**src/rtl/cbus_arbiter.sv**
```systemverilog
// Shares one data-bus memory port between instruction fetch and the memory stage.
// Data wins by default; a starvation counter forces a fetch grant after STARVE_LIMIT losses.
package cbus_pkg;
    typedef enum logic [2:0] {MSIZE1, MSIZE2, MSIZE4, MSIZE8} msize_t;

    typedef struct packed {
        logic        valid;
        logic [31:0] addr;
    } ibus_req_t;

    typedef struct packed {
        logic        addr_ok;
        logic        data_ok;
        logic [31:0] data;
    } ibus_resp_t;

    typedef struct packed {
        logic        valid;
        logic [31:0] addr;
        msize_t      size;
        logic [3:0]  strobe;
        logic [31:0] data;
    } dbus_req_t;

    typedef struct packed {
        logic        addr_ok;
        logic        data_ok;
        logic [31:0] data;
    } dbus_resp_t;
endpackage

module cbus_arbiter
    import cbus_pkg::*;
#(
    parameter int STARVE_LIMIT = 8,
    parameter int CNT_W        = 4
) (
    input  logic       clk,
    input  logic       reset,
    input  ibus_req_t  ireq,
    output ibus_resp_t iresp,
    input  dbus_req_t  dreq,
    output dbus_resp_t dresp,
    output dbus_req_t  oreq,
    input  dbus_resp_t oresp
);

    typedef enum logic [1:0] {IDLE, ADDR, DATA} state_t;
    typedef enum logic {OWN_I, OWN_D} owner_t;

    localparam logic [CNT_W-1:0] CNT_MAX = '1;
    localparam logic [CNT_W-1:0] LIMIT   = CNT_W'(STARVE_LIMIT);

    state_t           state_q, state_d;
    owner_t           owner_q, owner_d;
    logic [CNT_W-1:0] starve_q, starve_d;

    owner_t    sel;
    logic      grant;
    logic      fwd;
    logic      route;
    logic      force_i;
    logic      aok, dok;
    dbus_req_t req_i;

    assign force_i = (starve_q >= LIMIT);

    always_comb begin
        state_d  = state_q;
        owner_d  = owner_q;
        starve_d = starve_q;
        sel      = owner_q;
        grant    = 1'b0;
        fwd      = 1'b0;
        route    = 1'b0;
        unique case (state_q)
            IDLE: begin
                if (dreq.valid && !(force_i && ireq.valid)) begin
                    grant = 1'b1;
                    sel   = OWN_D;
                end else if (ireq.valid) begin
                    grant = 1'b1;
                    sel   = OWN_I;
                end
                if (grant) begin
                    fwd     = 1'b1;
                    route   = 1'b1;
                    owner_d = sel;
                    if (oresp.addr_ok && oresp.data_ok) state_d = IDLE;
                    else if (oresp.addr_ok)             state_d = DATA;
                    else                                state_d = ADDR;
                    if (sel == OWN_I)
                        starve_d = '0;
                    else if (ireq.valid && starve_q != CNT_MAX)
                        starve_d = starve_q + 1'b1;
                end
            end
            ADDR: begin
                fwd   = 1'b1;
                route = 1'b1;
                if (oresp.addr_ok) state_d = oresp.data_ok ? IDLE : DATA;
            end
            DATA: begin
                route = 1'b1;
                if (oresp.data_ok) state_d = IDLE;
            end
            default: state_d = IDLE;
        endcase
    end

    // Before the address is accepted a data_ok is a protocol error, so it is not passed on.
    always_comb begin
        req_i        = '0;
        req_i.valid  = ireq.valid;
        req_i.addr   = ireq.addr;
        req_i.size   = MSIZE4;
        aok          = route && oresp.addr_ok;
        dok          = route && oresp.data_ok && (state_q == DATA || oresp.addr_ok);
        oreq         = '0;
        iresp        = '0;
        dresp        = '0;
        if (fwd) oreq = (sel == OWN_D) ? dreq : req_i;
        iresp.data    = oresp.data;
        dresp.data    = oresp.data;
        iresp.addr_ok = aok && (sel == OWN_I);
        iresp.data_ok = dok && (sel == OWN_I);
        dresp.addr_ok = aok && (sel == OWN_D);
        dresp.data_ok = dok && (sel == OWN_D);
        if (reset) begin
            oreq  = '0;
            iresp = '0;
            dresp = '0;
        end
    end

    always_ff @(posedge clk or posedge reset) begin
        if (reset) begin
            state_q  <= IDLE;
            owner_q  <= OWN_D;
            starve_q <= '0;
        end else begin
            state_q  <= state_d;
            owner_q  <= owner_d;
            starve_q <= starve_d;
        end
    end

endmodule

```
**config.mk**
```make
export PLATFORM = sky130hd
export DESIGN_NAME = cbus_arbiter
export DESIGN_NICKNAME = d
export VERILOG_FILES = /design/src/rtl/cbus_arbiter.sv
export SDC_FILE = /design/constraint.sdc
export NUM_CORES = 1
export LEC_CHECK = 0
export BUFFER_PORTS_ARGS = -buffer_cell sky130_fd_sc_hd__buf_4
export CAP_MARGIN = 20
export CORE_AREA = 2 2 108 110
export CTS_BUF_LIST = sky130_fd_sc_hd__clkbuf_16
export CTS_CLUSTER_DIAMETER = 150
export DETAILED_ROUTE_END_ITERATION = 12
export DIE_AREA = 0 0 110 112
export MAX_ROUTING_LAYER = met4
export PLACE_DENSITY = 0.62
export RECOVER_POWER = 50
export SETUP_SLACK_MARGIN = 0.1
export SLEW_MARGIN = 0
export SYNTH_ARGS = -nofsm -noshare
export SYNTH_HDL_FRONTEND = slang
export SYNTH_SLANG_ARGS = --single-unit
export TNS_END_PERCENT = 100
```
**constraint.sdc**
```tcl
create_clock -name clk -period 1.8 [get_ports clk]
set_input_delay 0.36 -clock clk [delete_from_list [all_inputs] [get_ports clk]]
set_output_delay 0.36 -clock clk [all_outputs]
set_load 0.02 [all_outputs]
```
; ---- After elaboration in Yosys (flattened, before gate mapping)
; Index checks and enable logic that the tools add are counted.
[op_classes]
bitwise_logic = 1
order_cmp = 1
reduce_logical = 18
add_sub_neg = 1
n_eq_ne = 7
n_mux = 24
[op_table]
columns = operator, count
row1 = $mux 72, 3
row2 = $mux 34, 2
row3 = $mux 2, 6
row4 = $logic_and 1x1->1, 11
row5 = $mux 1, 8
row6 = $mux 4, 2
row7 = $ne 2x2->1 const B, 4
row8 = $pmux 2 s3, 1
row9 = $reduce_and 3->1, 2
row10 = $add 4x1->4 const B, 1
row11 = $ge 4x4->1 const B, 1
row12 = $ne 4x4->1 const B, 1
row13 = $pmux 1 s2, 2
row14 = $eq 2x1->1 const B, 1
row15 = $eq 2x2->1 const B, 1
row16 = $logic_not 2->1, 1
row17 = $reduce_and 2->1, 1
row18 = $reduce_or 2->1, 1
row19 = $logic_not 1->1, 1
row20 = $logic_or 1x1->1, 1
row21 = $not 1->1, 1
[word_totals]
reg_bits = 7
out_inout_bits = 140
elab_cells = 55
inputBits = 141

; ---- Logic depth before layout (Yosys ltp)
; Gate-level depths: netlist of the first run.
[logic_depth]
word_depth = 12
ltp_mapped = 9
mapped_depth_nobuf = 6

; ---- Worst setup path after synthesis of the first run
; OpenSTA, ideal clock, no wires.
[synth_timing]
path_type = register to output
start = reg state_q[0]
end = out oreq[45] in the netlist's numbering
required_ns = 1.440
t_arrival_ns = 1.711
stages_incl_launch_ff = 9
slack_ns = -0.271
path_cell_list = dfrtp_1 -> inv_1 -> ha_1 -> buf_2 -> nand2_1 -> buf_2 -> buf_2 -> o211ai_1 -> a21oi_1
[synth_lines]
columns = element, line_no
row1 = start: declaration, 54  ; state_t state_q, state_d;
row2 = start signal: assignment, 142  ; state_q <= state_d;
row3 = end: declaration, 44  ; output dbus_req_t oreq,

==> results of run 1 <==
==> power breakdown <==
group          total (W)  internal [W]  switching [W]
sequential      0.000273      0.000222      0.0000507
combinational    0.00542       0.00271        0.00272
clock           0.000377      0.000289      0.0000875
==> worst max-delay path, stage by stage, from the launching register on <==
cell	delay (ps)
dfrtp_1	390
inv_2	90
ha_4	180
buf_6	120
a21bo_4	190
clkbuf_16	180
o211ai_1	110
a21oi_2	140
buf_4	150
==> final cells by class <==
class | instances | area [µm²]
Sequential cell | 7 | 176
Fill cell | 1108 | 6120
Multi-Input combinational cell | 214 | 1850
Timing Repair Buffer | 329 | 2730
Clock inverter | 1 | 3.75
Tap cell | 143 | 179
Clock buffer | 3 | 75.1
Inverter | 9 | 36.3
==> layout by cell type, fill, tap and decap left out, types with 2 or more instances in the layout <==
| master | n |
|---|---|
| buf_4 | 241 |
| o211ai_1 | 67 |
| buf_6 | 44 |
| and3_4 | 37 |
| a21oi_2 | 33 |
| nor2b_1 | 32 |
| clkbuf_1 | 28 |
| buf_12 | 8 |
| inv_1 | 7 |
| o21ai_0 | 6 |
| dfrtp_1 | 6 |
| clkbuf_16 | 5 |
| nand2_1 | 4 |
| o21a_4 | 3 |
| o21ai_4 | 3 |
| buf_16 | 3 |
| inv_2 | 2 |
| nor2_1 | 2 |
| nand3_1 | 2 |
| nor2_4 | 2 |
| ha_4 | 2 |
| ha_2 | 2 |
| ha_1 | 2 |
| clkbuf_4 | 2 |
==> worst paths after layout <==
| path | from | to | slack, ps | cells past startpoint |
|---|---|---|---|---|
| max in group asynchronous | reset | starve_q[0] | 1270 | 3 |
| hold reg to reg | starve_q[2] | starve_q[2] | 490 | 1 |
| min in group clk | starve_q[2] | starve_q[2] | 490 | 1 |
| setup reg to reg | state_q[1] | state_q[1] | 40 | 7 |
| setup / recovery | state_q[0] | oreq[50] | -340 | 8 |
| hold / removal | reset | state_q[0] | 180 | 3 |
==> flip-flops by register name, summed over array words and instances (netlist names) <==
name	cells
owner_q	1
starve_q	4
state_q	2
==> logic make-up (layout without fill, tap and decap cells) <==
| group | Yosys count | after routing | share of synthesized area |
|---|---|---|---|
| AO/OA/AOI/OAI | 117 | 117 | 0.383 |
| adder cells (fa/ha/maj) | 6 | 6 | 0.0358 |
| buffers and inverters | 80 | 342 | 0.233 |
| flip-flops | 7 | 7 | 0.0840 |
| multiplexers | 1 | 1 | 0.00536 |
| AND/OR/NAND/NOR | 90 | 90 | 0.259 |
==> routing by layer <==
layer | wire length, µm | global-route usage | share of wire
met5 | 0 | - | 0
met2 | 5850 | 0.302 | 0.54
met3 | 858 | 0.0211 | 0.079
met1 | 4100 | 0.178 | 0.38
met4 | 38 | 0.0186 | 0.0035
==> repair_timing <==
| action | 4_1_cts | 5_1_grt |
|---|---|---|
| gates cloned | 4 | 2 |
| resized for setup | 42 | 26 |
| setup buffers | 6 | 4 |
| pin swaps | 22 | 18 |
| endpoints found under the setup margin | 77 | 77 |
==> metrics by stage <==
stage / cells / setup WS, ps / area [µm²]
CTS: 703 / -351 / 5020
detailed placement: 689 / -200 / 4630
finish: 706 / -337 / 5050
global route: 706 / -420 / 5050
global placement: 689 / -143 / 4630
floorplan: 301 / -44.9 / 2510
==> flow_metrics.py, run 1 <==
metrics = {
    "layout": {
        "syn_to_final_growth_pct": 141,
        "nNetsFinal": 711,
        "drive_above_1_share": 0.710,
        "antenna_cells": 0,
        "post-route-util": 0.452,
    },
    "timing": {
        "fin_crit_ps": 2140,
        "fin_crit_sh": 1.19,
        "slew_violations": 0,
        "max_freq_ghz": 0.468,
        "whs_ps": 182,
        "final.setup.worst_slack_ps": -337,
        "setup_viol": 76,
        "worstMarginPinSlew_ps": 370,
        "relSlewSlack": 0.753,
        "finClkSkew_ps": 0.245,
        "tns_ps": -21560,
        "grt_setup_unrepaired": "true",
        "hold_viol": 0,
    },
    "placement": {
        "dp_hpwl_um": 8150,
        "gp_congestion": 0.831,
        "port_buffers": 280,
    },
    "synth": {
        "syn_area_per_cell_um2": 6.98,
        "synthArstFlopShare": 1.00,
        "synthTopCellsByArea": "o211ai_1 (24%), buf_4 (13%), and3_1 (11%)",
        "syn_nets": 448,
        "synth_top_flop_cell": "dfrtp_1",
        "synth_edf_count": 0,
        "yosysSeqAreaShare": 0.0840,
        "ys.warnings.count": 0,
        "synth_most_common_cell": "o211ai_1",
        "yosysTopAreaCell": "o211ai_1",
        "synthDominantCellAreaShare": 0.240,
        "synth_cells": 301,
        "synthTopCellsByCount": "o211ai_1 (67), and3_1 (37), buf_4 (36)",
        "ys_seq_elements": 7,
        "syn_area_mm2": 0.00210,
        "ys_types": 33,
    },
    "die": {
        "die_area_mm2": 0.0123,
        "die_h_um": 112,
        "initial_core_util": 0.188,
        "std_cell_rows": 39,
        "die_w_um": 110,
        "core-area_mm2": 0.0112,
        "io_pins": 281,
    },
    "clock_network": {
        "clkSinkCount": 7,
        "clock_path_buffers": 2,
        "ctsHoldBuffers": 0,
        "cts_tree": "done",
        "root_buffer": "clkbuf_16",
        "clock_latency_ps": 230,
        "cts_buffers": 3,
        "clk_pin_slew_ps": 40,
        "htreeDepth": 1,
    },
    "critical_path": {
        "crit_fanout": 8,
        "cp.arrival_ps": 1780,
        "crit_path_start_kind": "register",
        "endpoint_kind": "output port",
        "critPathRequiredTime_ps": 1440,
        "worstSetupPathType": "reg -> out",
    },
    "global_routing": {
        "grt_pass1_wl_um": 15600,
        "antenna_found_initial": 0,
        "grt-ovfl-total": 0,
        "grt_pass1_vias": 3233,
        "track_usage": 0.159,
        "grt_max_degree": 39,
    },
    "outcome": {
        "violations": "negative setup slack",
        "status": "finished with violations",
    },
    "drt": {
        "drt-total-wl_um": 10900,
        "dr.pass1.iters": 4,
        "final_antenna_net_count": 0,
        "drc_errors": 0,
        "avgRoutedWirePerCell_um": 15.4,
        "drt-initial-drc-count": 184,
        "via_count": 3298,
        "viasPerCell": 4.67,
    },
    "hold_path": {
        "holdCritPathClass": "in -> async",
    },
    "job": {
        "cap_violations": 0,
    },
    "power": {
        "cellPowerDensity_mw_per_mm2": 1200,
        "power_w": 0.00607,
        "ir_worst_vdd_uv": 655,
        "power.leakage_nw": 2.29,
    },
}
No activity file was read; power rests on OpenSTA's default activity.
==> inputs of run 2 (changes only) <==
--- a/config.mk
+++ b/config.mk
@@ -13,7 +13,6 @@
 export DETAILED_ROUTE_END_ITERATION = 12
 export DIE_AREA = 0 0 110 112
 export MAX_ROUTING_LAYER = met4
-export PLACE_DENSITY = 0.62
 export RECOVER_POWER = 50
 export SETUP_SLACK_MARGIN = 0.1
 export SLEW_MARGIN = 0
==> run 2 against run 1 <==
The run still ends with negative setup slack left; clock skew grew 1.3 ps; critical path type unchanged; global-route usage grew 0.26 points; power grew 5.3%; die area is the same; register-to-register slack gained 40 ps; worst hold slack gained 76 ps; non-clock buffer count grew 10; routed wire length shrank 1.2%; sequential power shrank 2%; critical endpoint is now oreq[39]; sequential share of layout area shrank 0.13 points.
==> flow_metrics.py, run 2 (same netlist as run 1, synthesis figures left out) <==
metrics = {
    "outcome": {
        "status": "finished with violations",
        "violations": "negative setup slack",
    },
    "die": {
        "die_w_um": 110,
        "die_h_um": 112,
        "core-area_mm2": 0.0112,
        "io_pins": 281,
        "initial_core_util": 0.188,
        "die_area_mm2": 0.0123,
        "std_cell_rows": 39,
    },
    "job": {
        "cap_violations": 0,
    },
    "timing": {
        "fin_crit_sh": 1.18,
        "worstMarginPinSlew_ps": 376,
        "finClkSkew_ps": 1.55,
        "relSlewSlack": 0.749,
        "grt_setup_unrepaired": "true",
        "setup_viol": 76,
        "hold_viol": 0,
        "slew_violations": 0,
        "final.setup.worst_slack_ps": -324,
        "fin_crit_ps": 2120,
        "max_freq_ghz": 0.471,
    },
    "global_routing": {
        "grt_max_degree": 34,
        "track_usage": 0.162,
        "antenna_found_initial": 0,
        "grt_pass1_wl_um": 15900,
        "grt-ovfl-total": 0,
        "grt_pass1_vias": 3342,
    },
    "power": {
        "p_comb_frac": 0.900,
        "power.internal_w": 0.00350,
        "cellPowerDensity_mw_per_mm2": 1220,
        "sequentialPowerShare": 0.042,
        "p_sw_w": 0.00289,
        "power.leakage_nw": 2.39,
        "p_sw_frac": 0.452,
        "power_w": 0.00639,
        "ir_worst_vdd_uv": 767,
        "clock_power_share": 0.058,
    },
    "critical_path": {
        "cp.arrival_ps": 1760,
        "endpoint_kind": "output port",
        "r2r_start": "state_q[0]",
        "reg2reg_depth": 6,
        "reg2reg_slack_ps": 80,
        "critPathRequiredTime_ps": 1440,
        "worstSetupPathType": "reg -> out",
        "crit_path_start_kind": "register",
        "reg2reg_to": "state_q[1]",
        "crit_fanout": 19,
    },
    "clock_network": {
        "htreeDepth": 1,
        "cts_tree": "done",
        "cts_buffers": 3,
        "clk_pin_slew_ps": 40,
        "root_buffer": "clkbuf_16",
        "clock_latency_ps": 230,
        "clock_path_buffers": 2,
        "clkSinkCount": 7,
    },
    "placement": {
        "port_buffers": 280,
        "pre_cts_slack_ps": -191,
        "dp_hpwl_um": 8210,
        "gp_congestion": 0.804,
    },
    "layout": {
        "nNetsFinal": 721,
        "final_cell_mix": "buf_4 (236), o211ai_1 (67), buf_6 (53)",
        "syn_to_final_growth_pct": 150,
        "antenna_cells": 0,
        "top_register": "starve_q",
        "final_common_cell": "buf_4",
        "largest_reg_flops": 4,
        "drive_above_1_share": 0.716,
        "top_regs": "starve_q x4, state_q x2, owner_q x1",
    },
    "drt": {
        "via_count": 3340,
        "avgRoutedWirePerCell_um": 15.0,
        "drc_errors": 0,
        "viasPerCell": 4.66,
        "dr.pass1.iters": 4,
        "final_antenna_net_count": 0,
        "drt-initial-drc-count": 209,
        "drt-total-wl_um": 10700,
    },
    "hold_path": {
        "holdCritPathClass": "in -> async",
    },
}
run 2: final cells by class:
cell class / count / area [µm²]
Tap cell: 143 / 179
Timing Repair Buffer: 339 / 2920
Inverter: 9 / 36.3
Clock inverter: 1 / 3.75
Multi-Input combinational cell: 214 / 1850
Sequential cell: 7 / 176
Fill cell: 1096 / 5930
Clock buffer: 3 / 75.1
run 2: worst max-delay path by stage:
stage,end,slack (ps),from
final,oreq[39],-320,state_q[1]
after global placement,oreq[57],-140,state_q[1]
after detailed placement,oreq[65],-190,state_q[1]
after global routing,oreq[50],-400,state_q[1]
after CTS,oreq[60],-330,state_q[1]
after floorplan,oreq[41],-40,state_q[1]
run 2: routing by layer:
metal	GRT usage	up-vias	wire (µm)
met3	0.0181	10	824
li1	-	1611	-
met1	0.188	1536	4070
met5	-	-	0
met4	0.0236	0	104
met2	0.299	183	5720
run 2: repair_timing:
action,CTS,global route
hold buffers,0,0
endpoints found under the setup margin,77,77
setup buffers,14,0
pin swaps,19,12
resized for setup,72,7
gates cloned,5,2
run 2: power by group through the flow:
stage / registers, W / clock network [W] / logic (W)
2_1_floorplan: 0.000261 / 0 / 0.00300
3_3_place_gp: 0.000261 / 0 / 0.00450
3_5_place_dp: 0.000265 / 0 / 0.00458
4_1_cts: 0.000267 / 0.000377 / 0.00561
5_1_grt: 0.000275 / 0.000390 / 0.00612
6_report: 0.000268 / 0.000371 / 0.00576
run 2: critical path, cell delays in order, from the launching register on:
cell      delay, ps
dfrtp_1         380
inv_2            90
ha_4            160
a21o_1          170
buf_4           160
buf_12          140
o211ai_1        130
a21oi_2         160
buf_4           150
run 2: stage by stage:
step           cell area [µm²]   util  hold slack [ps]  TNS (ps)  instances
2_1_floorplan             2510      -              194     -2830        301
3_3_place_gp              4680  0.419              438     -7920        693
3_5_place_dp              4680  0.419              451    -10590        693
4_1_cts                   5270  0.472              224    -23120        714
5_1_grt                   5250  0.469              316    -28400        716
6_report                  5250  0.469              257    -22020        716
==> inputs of run 3 (changes only) <==
--- a/config.mk
+++ b/config.mk
@@ -12,6 +12,7 @@
 export CTS_CLUSTER_DIAMETER = 150
 export DETAILED_ROUTE_END_ITERATION = 12
 export DIE_AREA = 0 0 110 112
+export GPL_ROUTABILITY_DRIVEN = 0
 export MAX_ROUTING_LAYER = met4
 export RECOVER_POWER = 50
 export SETUP_SLACK_MARGIN = 0.1
==> constraint.sdc (replaced) <==
create_clock -name clk -period 1.8 [get_ports clk]
set_input_delay 0.27 -clock clk [delete_from_list [all_inputs] [get_ports clk]]
set_output_delay 0.27 -clock clk [all_outputs]
set_load 0.02 [all_outputs]
==> run 3 against run 2 <==
Clock skew down 1.2 ps; cell count down 1.7%; the run still ends with negative setup slack left; worst hold slack worse by 71 ps; global-route usage about the same; cell area down 2.0%; critical path type unchanged.
==> flow_metrics.py, run 3 (same netlist as run 1, synthesis figures left out) <==
metrics = {
    "timing": {
        "slew_violations": 0,
        "fin_crit_ps": 2060,
        "hold_viol": 0,
        "final.setup.worst_slack_ps": -259,
        "grt_setup_unrepaired": "true",
        "max_freq_ghz": 0.486,
        "whs_ps": 187,
        "setup_viol": 76,
        "relSlewSlack": 0.620,
        "finClkSkew_ps": 0.332,
        "worstMarginPinSlew_ps": 570,
        "fin_crit_sh": 1.14,
    },
    "clock_network": {
        "clk_pin_slew_ps": 40,
        "clkSinkCount": 7,
        "ctsHoldBuffers": 0,
        "root_buffer": "clkbuf_16",
        "htreeDepth": 1,
        "cts_tree": "done",
        "clock_path_buffers": 2,
        "clock_latency_ps": 230,
        "cts_buffers": 3,
    },
    "outcome": {
        "status": "finished with violations",
        "violations": "negative setup slack",
    },
    "critical_path": {
        "critPathLaunch": "state_q[0]",
        "crit_path_end": "oreq[41]",
        "crit_path_start_kind": "register",
        "reg2reg_depth": 5,
        "r2r_start": "state_q[0]",
        "reg2reg_slack_ps": 100,
        "endpoint_kind": "output port",
        "worstSetupPathType": "reg -> out",
        "cp.arrival_ps": 1790,
        "reg2reg_to": "state_q[1]",
        "critPathRequiredTime_ps": 1530,
        "crit_fanout": 8,
    },
    "global_routing": {
        "track_usage": 0.161,
        "grt-ovfl-total": 0,
        "grt_max_degree": 35,
        "grt_pass1_vias": 3234,
        "grt_pass1_wl_um": 15700,
        "antenna_found_initial": 0,
    },
    "layout": {
        "final_cell_mix": "buf_4 (209), buf_6 (70), o211ai_1 (67)",
        "final_cells": 704,
        "largest_reg_flops": 4,
        "drive_above_1_share": 0.713,
        "top_regs": "starve_q x4, state_q x2, owner_q x1",
        "final_common_cell": "buf_4",
        "top_register": "starve_q",
        "syn_to_final_growth_pct": 145,
        "antenna_cells": 0,
        "post-route-util": 0.460,
        "nNetsFinal": 709,
    },
    "drt": {
        "drc_errors": 0,
        "final_antenna_net_count": 0,
        "drt-total-wl_um": 10900,
        "avgRoutedWirePerCell_um": 15.4,
        "via_count": 3309,
        "dr.pass1.iters": 4,
        "drt-initial-drc-count": 199,
        "viasPerCell": 4.70,
    },
    "die": {
        "die_h_um": 112,
        "die_w_um": 110,
        "std_cell_rows": 39,
        "initial_core_util": 0.188,
        "core-area_mm2": 0.0112,
        "io_pins": 281,
        "die_area_mm2": 0.0123,
    },
    "placement": {
        "port_buffers": 280,
        "dp_hpwl_um": 8060,
        "placedCellCount": 684,
    },
    "power": {
        "cellPowerDensity_mw_per_mm2": 1220,
        "p_comb_frac": 0.897,
        "ir_worst_vdd_uv": 588,
        "power.leakage_nw": 2.33,
        "power_w": 0.00627,
        "sequentialPowerShare": 0.043,
        "p_sw_w": 0.00290,
        "power.internal_w": 0.00338,
        "p_sw_frac": 0.462,
        "clock_power_share": 0.061,
    },
    "job": {
        "cap_violations": 0,
    },
    "hold_path": {
        "holdCritPathClass": "in -> async",
    },
}
## run 3: worst min path at each step
| stage | start | endpoint | slack (ps) |
|---|---|---|---|
| 2_1_floorplan | reset | starve_q[0] | 100 |
| 3_3_place_gp | reset | owner_q | 420 |
| 3_5_place_dp | reset | owner_q | 420 |
| 4_1_cts | reset | owner_q | 180 |
| 5_1_grt | reset | owner_q | 220 |
| 6_report | reset | owner_q | 190 |
## run 3: power groups by stage
stage / sequential (W) / combinational, W / clock (W)
3_3_place_gp: 0.000264 / 0.00453 / 0
2_1_floorplan: 0.000261 / 0.00299 / 0
5_1_grt: 0.000276 / 0.00598 / 0.000393
4_1_cts: 0.000267 / 0.00530 / 0.000381
6_report: 0.000268 / 0.00562 / 0.000380
3_5_place_dp: 0.000266 / 0.00458 / 0
## run 3: cell type report
| type | instances | area (µm²) |
|---|---|---|
| Clock buffer | 3 | 75.1 |
| Sequential cell | 7 | 176 |
| Clock inverter | 1 | 3.75 |
| Timing Repair Buffer | 327 | 2830 |
| Multi-Input combinational cell | 214 | 1850 |
| Tap cell | 143 | 179 |
| Fill cell | 1091 | 6030 |
| Inverter | 9 | 36.3 |
## run 3: stage by stage
step	instance area, µm²	worst slack [ps]	setup TNS (ps)
final	5140	-259	-16840
after global routing	5140	-352	-22950
after CTS	5090	-270	-16960
after detailed placement	4600	-146	-6170
after global placement	4600	-94.1	-3080
after floorplan	2500	45.1	0
## run 3: worst max-delay path, stage by stage (launching register included)
cell and delay [ps]:
dfrtp_1 390, inv_2 90, ha_4 170, a21o_1 190, buf_6 160, buf_6 140, o211ai_1 120, a21oi_2 160
buf_4 150
## run 3: what timing repair did
action | 4_1_cts | 5_1_grt
setup endpoints to repair | 77 | 77
setup buffers | 13 | 3
resized for setup | 72 | 20
gates cloned | 2 | 5
pin swaps | 19 | 54
hold endpoints to repair | 0 | 0
## run 3: per-layer routing
layer	track usage	vias up	part of all wire
met2	0.285	172	0.52
met5	-	-	0
met4	0.0388	0	0.017
met3	0.0211	14	0.075
li1	-	1591	-
met1	0.190	1532	0.39
